### src/rtl/sprite_pkg.sv
// Shared constants and types for the sprite colour-fetch path.
//
// Contents:
//   COLOR_W       RGB width (3:3:3)
//   SPRITE_PIXELS pixels per sprite (20x20)
//   KEY_COLOR     transparent colour key
//   MEM_ADDR_W    sprite-memory word-address width
//   element_e     sprite element codes
//   pix_flags_t   per-pixel flags carried alongside a memory read
package sprite_pkg;

  localparam int unsigned COLOR_W       = 9;
  localparam int unsigned SPRITE_PIXELS = 400;
  localparam logic [8:0]  KEY_COLOR     = 9'h1FF;
  localparam int unsigned MEM_ADDR_W    = 15;

  // Sprite element codes as used by the sprite-select stage.
  typedef enum logic [4:0] {
    BLANK   = 5'd0,
    PLAYER  = 5'd1,
    ENEMY   = 5'd2,
    BULLET  = 5'd3,
    BOMB    = 5'd4,
    BARRIER = 5'd5
  } element_e;

  // Flags that travel with a pixel while its memory read is in flight.
  typedef struct packed {
    logic active;  // display enable at the time the pixel was accepted
    logic hit;     // a sprite-memory read was issued for this pixel
  } pix_flags_t;

endpackage

### src/rtl/pipe_delay.sv
// Fixed-depth delay line with synchronous active-low clear.
//
// Parameters:
//   Width  bits per stage
//   Depth  number of register stages (>= 1)
// Ports:
//   clk    clock
//   reset  synchronous, active-low clear of every stage
//   din    data in
//   dout   data in, delayed by Depth cycles
module pipe_delay #(
  parameter int unsigned Width = 1,
  parameter int unsigned Depth = 1
) (
  input  logic             clk,
  input  logic             reset,
  input  logic [Width-1:0] din,
  output logic [Width-1:0] dout
);

  logic [Width-1:0] stage_q [Depth];

  always_ff @(posedge clk) begin
    if (!reset) begin
      for (int i = 0; i < int'(Depth); i++) begin
        stage_q[i] <= '0;
      end
    end else begin
      stage_q[0] <= din;
      for (int i = 1; i < int'(Depth); i++) begin
        stage_q[i] <= stage_q[i-1];
      end
    end
  end

  assign dout = stage_q[Depth-1];

endmodule

### src/rtl/sprite_color_fetch.sv
// Sprite colour fetch: turns a sprite hit (element, pixel offset) into a
// sprite-memory read and selects the final VGA pixel colour from sprite data,
// the background register, or black when the display is blanked.
//
// Pipeline: stage 0 registers the read request; the active/hit flags are then
// delayed MEM_LATENCY cycles to line up with mem_data, and the output colour is
// selected combinationally from the aligned flags. Input-to-rgb latency is
// MEM_LATENCY+1 cycles, one pixel per cycle, no stalls.
//
// Configuration macro: SPRITE_TRANSPARENCY_EN -- when defined, sprite data equal
// to KEY_COLOR is replaced by the background colour and reported as no hit.
//
// Ports:
//   clk       clock
//   reset     synchronous, active-low reset
//   active    VGA display enable
//   ready     sprite-hit strobe from sprite select
//   element   sprite index
//   address   pixel offset inside the sprite
//   mem_rd    sprite-memory read strobe (registered)
//   mem_addr  sprite-memory word address (registered, 0 when no read)
//   mem_data  sprite-memory read data, MEM_LATENCY cycles after mem_rd
//   bg_wr     background-colour write strobe
//   bg_data   background colour
//   rgb       pixel colour to the DAC
//   rgb_hit   rgb came from sprite memory
module sprite_color_fetch #(
  parameter int unsigned ELEMENT       = 5,
  parameter int unsigned SPRITE_PIXELS = sprite_pkg::SPRITE_PIXELS,
  parameter int unsigned MEM_LATENCY   = 1,
  parameter int unsigned COLOR_W       = sprite_pkg::COLOR_W,
  parameter logic [COLOR_W-1:0] KEY_COLOR = sprite_pkg::KEY_COLOR
) (
  input  logic               clk,
  input  logic               reset,
  input  logic               active,
  input  logic               ready,
  input  logic [ELEMENT-1:0] element,
  input  logic [9:0]         address,
  output logic               mem_rd,
  output logic [14:0]        mem_addr,
  input  logic [COLOR_W-1:0] mem_data,
  input  logic               bg_wr,
  input  logic [COLOR_W-1:0] bg_data,
  output logic [COLOR_W-1:0] rgb,
  output logic               rgb_hit
);

  import sprite_pkg::*;

  if (MEM_LATENCY < 1 || MEM_LATENCY > 3) begin : g_bad_latency
    $error("sprite_color_fetch: MEM_LATENCY must be 1..3");
  end

`ifdef SPRITE_TRANSPARENCY_EN
  localparam bit TranspEn = 1'b1;
`else
  localparam bit TranspEn = 1'b0;
`endif

  // One extra bit so SPRITE_PIXELS up to 1024 compares correctly.
  localparam logic [10:0] PixLimit = 11'(SPRITE_PIXELS);

  // Request stage
  logic                  in_range;
  logic                  hit_d;
  logic [MEM_ADDR_W-1:0] addr_calc;
  logic                  mem_rd_q;
  logic [MEM_ADDR_W-1:0] mem_addr_q;
  logic                  active_q;

  // Aligned flags and background
  pix_flags_t            flags_s0;
  pix_flags_t            flags_dly;
  logic [COLOR_W-1:0]    bg_q;
  logic                  is_key;

  always_comb begin
    in_range  = ({1'b0, address} < PixLimit);
    hit_d     = ready & active & in_range;
    // Full 15-bit product; the widest legal case (31*400+1023) still fits.
    addr_calc = MEM_ADDR_W'(element) * MEM_ADDR_W'(SPRITE_PIXELS) + MEM_ADDR_W'(address);
  end

  always_ff @(posedge clk) begin
    if (!reset) begin
      mem_rd_q   <= 1'b0;
      mem_addr_q <= '0;
      active_q   <= 1'b0;
      bg_q       <= '0;
    end else begin
      mem_rd_q   <= hit_d;
      mem_addr_q <= hit_d ? addr_calc : '0;
      active_q   <= active;
      if (bg_wr) begin
        bg_q <= bg_data;
      end
    end
  end

  assign mem_rd   = mem_rd_q;
  assign mem_addr = mem_addr_q;

  always_comb begin
    flags_s0        = '0;
    flags_s0.active = active_q;
    flags_s0.hit    = mem_rd_q;
  end

  // Flags spend MEM_LATENCY cycles in flight, matching the memory read.
  pipe_delay #(
    .Width ($bits(pix_flags_t)),
    .Depth (MEM_LATENCY)
  ) u_flag_delay (
    .clk   (clk),
    .reset (reset),
    .din   (flags_s0),
    .dout  (flags_dly)
  );

  // Output select. The background register is read before any bg_wr on this
  // edge takes effect, so a coincident write only affects later pixels.
  always_comb begin
    rgb     = '0;
    rgb_hit = 1'b0;
    is_key  = TranspEn && (mem_data == KEY_COLOR);
    if (flags_dly.active) begin
      if (flags_dly.hit && !is_key) begin
        rgb     = mem_data;
        rgb_hit = 1'b1;
      end else begin
        rgb     = bg_q;
      end
    end
  end

endmodule

### config.mk
export PLATFORM = sky130hd
export DESIGN_NAME = sprite_color_fetch
export DESIGN_NICKNAME = d
export VERILOG_FILES = /design/src/rtl/sprite_pkg.sv /design/src/rtl/pipe_delay.sv /design/src/rtl/sprite_color_fetch.sv
export SDC_FILE = /design/constraint.sdc
export NUM_CORES = 1
export LEC_CHECK = 0
export CAP_MARGIN = 10
export CORE_ASPECT_RATIO = 0.7
export CORE_UTILIZATION = 50
export CTS_CLUSTER_DIAMETER = 200
export DETAILED_ROUTE_END_ITERATION = 16
export DONT_BUFFER_PORTS = 1
export PLACE_DENSITY = 0.62
export SLEW_MARGIN = 20
export SYNTH_ARGS = -nofsm -noshare
export SYNTH_HDL_FRONTEND = slang
export SYNTH_SLANG_ARGS = --single-unit
### constraint.sdc
create_clock -name clk -period 2.95 [get_ports clk]
set_input_delay 0 -clock clk [delete_from_list [all_inputs] [get_ports clk]]
set_output_delay 0 -clock clk [all_outputs]
set_load 0.01 [all_outputs]
==> run metrics <==
Max Cap Viol 0; Worst setup EP type flop; DRC errors left 0; Final Cycle Share between 80% and 90%; Max rail drop VDD 0.367 mV; reg-to-reg startpoint bg_q[3]; Data arrival, critical path between 2 and 3 ns; Core Box Area 3150 sq um; initial antenna violation count 0; drt first-iter violations 25; post-CTS setup buffers 0; layout cells sized above 1 4.12%; Initial DRT Pass Iterations 10; Final Hold Vio Count 1; HP Start element[0]; slew margin rel. 62.4%; Avg Cell Area, Syn 9.82 sq um; PostCTS Resize Cnt 0; slowest CP cell fa_1; routed via count approximately 1300; commonest cells after routing, fill and taps aside 28 x dfxtp_1, 25 x dlygate4sd3_1, 22 x ha_1, 21 x nor2b_1, 19 x mux2i_1; synth top area cells dfxtp_1 34%, ha_1 17%, mux2i_1 11%, nor2b_1 7.9%, and2_1 3.4%; CP Class input pin to flop; row count 17; drt via density 5.66; Yosys cell types 38; Final Wtd Congestion 0.786; pre-CTS setup slack 0.208 ns; I/O Buffers 0; Post-synth top flop dfxtp_1; Finished Core Util 64.0%; crit-path max cell delay 0.45 ns; # hold bufs at CTS 25; P_leak ~0.00085 uW; hold crit path type input pin to flop; Max FO, Critical Path 3; Tot GR Track Use 21.7%; area leader, netlist dfxtp_1; post-synthesis register bit count 28; startpoint types input pin; antenna cells 0; Multi-input gate area roughly 1000 sq um; die extent in x 70.9 um; RSZ-0062 raised after global routing no; Post-Synthesis Cell Area 1660 sq um; final global-route overflow total 0; post-route ant nets 0; I/O Pins 64; failing checks negative hold slack; CTS Buffer Depth 2; Final Setup Violations 0; Post-synth EDFFs 0; cts bufs inserted 3; first-pass GRT wire length 5910 um; FFs w/ async S/R, synth 0%; CTS clk-pin slew, worst paths ~0.090 ns; Ys Warns 0; crit-path cells ha_1, ha_1, ha_1, fa_1, ha_1, inv_1, o21ai_0, nand2_1, or4_1, a21oi_1; area grow syn2layout 21.3%; clk root buf clkbuf_8; Routed WL 3650 um; Filler Cell Count 278; Tmin final 2.49 ns; cell mode on critical path ha_1; CTS Sinks 28; CP startpoint element[0]; setup tns final 0 ns; register area share after synthesis 33.8%; Clock Latency Late Sink 0.27 ns; H-tree depth 1; sequential standard cell area 561 sq um; DP Wirelength 2630 um; most common cell after layout, fill and taps aside dfxtp_1; Post-Layout Cell Count 232; Yosys top cell area share 33.8%; Data required, critical path approximately 3.1 ns; max-slew violations 0; die area 3560 sq um; Fmax between 0.4 and 0.5 GHz; post-DR wirelength/cell 15.7 um; outcome finished, violations left; starting density of the core 52.7%; fin nets 257; Fin Clk Skew 0.00282 ns; WHS -0.0217 ns; vias in the first global route 1300; power per cell area 477 nW/um^2; Post-Syn Nets 231; largest net degree at the start of global routing 17; CTS tree done; Chip Height 50.2 um; slew of the pin with the lowest slew margin about 0.56 ns; Post-Synthesis Cells 169; post-route setup slack 0.462 ns; dpl cells 203
## power breakdown
group / switching, uW / leakage [uW] / total (uW) / internal [uW]
combinational: 136 / 0.000590 / 266 / 130
clock: 111 / 0.0000357 / 293 / 181
sequential: 10.6 / 0.000228 / 402 / 391
## per-stage QoR
step / hold slack (ns) / instance area [sq um] / total power, uW
2_1_floorplan: 0.122 / 1660 / 604
3_3_place_gp: 0.123 / 1690 / 634
3_5_place_dp: 0.125 / 1690 / 640
4_1_cts: 0.00879 / 2010 / 963
5_1_grt: 0.00315 / 2010 / 1010
6_report: -0.0217 / 2010 / 961
## cell type report
cell class,instances,area share [%]
inverter,10,1.86
clock buffer,3,2.05
tap,38,2.36
sequential,28,27.8
timing repair buffer,25,12.4
multi-input combinational,127,52.0
clock inverter,1,1.49
## sequential cells by signal (all words and copies together) (netlist names)
signal / count
u_flag_delay.stage_q: 2
mem_addr: 15
active_q: 1
mem_rd: 1
bg_q: 9
## worst paths after layout
check / end / slack [ns] / cells past startpoint
worst max-delay path: mem_addr[13] / 0.46 / 10
worst min-delay path: mem_addr[4] / -0.02 / 2
worst max register to register: bg_q[3] / 1.69 / 3
worst min register to register: u_flag_delay.stage_q[0][1] / 0.43 / 1
## kinds of logic (layout without fill, tap and decap cells)
| logic type | count (synthesis) | count (layout) | synth area share [%] |
|---|---|---|---|
| AND/OR/NAND/NOR | 51 | 51 | 17.6 |
| AO/OA/AOI/OAI | 28 | 28 | 12.4 |
| flip-flops | 28 | 28 | 33.8 |
| adder cells (fa/ha/maj) | 24 | 24 | 19.0 |
| multiplexers | 19 | 19 | 11.5 |
| buffers and inverters | 14 | 39 | 3.17 |
| XOR/XNOR | 5 | 5 | 2.64 |
## synthesized netlist by cell type (4+ instances only)
cell      count
a21oi_1       5
and2_1        9
clkbuf_1      4
dfxtp_1      28
ha_1         22
inv_1        10
mux2i_1      19
nor2_1        6
nor2b_1      21
nor3_1        6
## metal layers
metal | up-vias | global-route usage [%] | wire [um]
li1 | 645 | - | -
met4 | 0 | 3.33 | 25
met3 | 4 | 5.42 | 184
met1 | 622 | 26.9 | 1710
met2 | 43 | 39.1 | 1730
met5 | - | 0 | 0
## worst max-delay path: cells and delay by family
kind	cells	cell delay, ns
buffers and inverters	1	0.06
adder cells (fa/ha/maj)	5	1.59
AND/OR/NAND/NOR	2	0.53
AO/OA/AOI/OAI	2	0.50
Power figures use the tool's default switching activity.
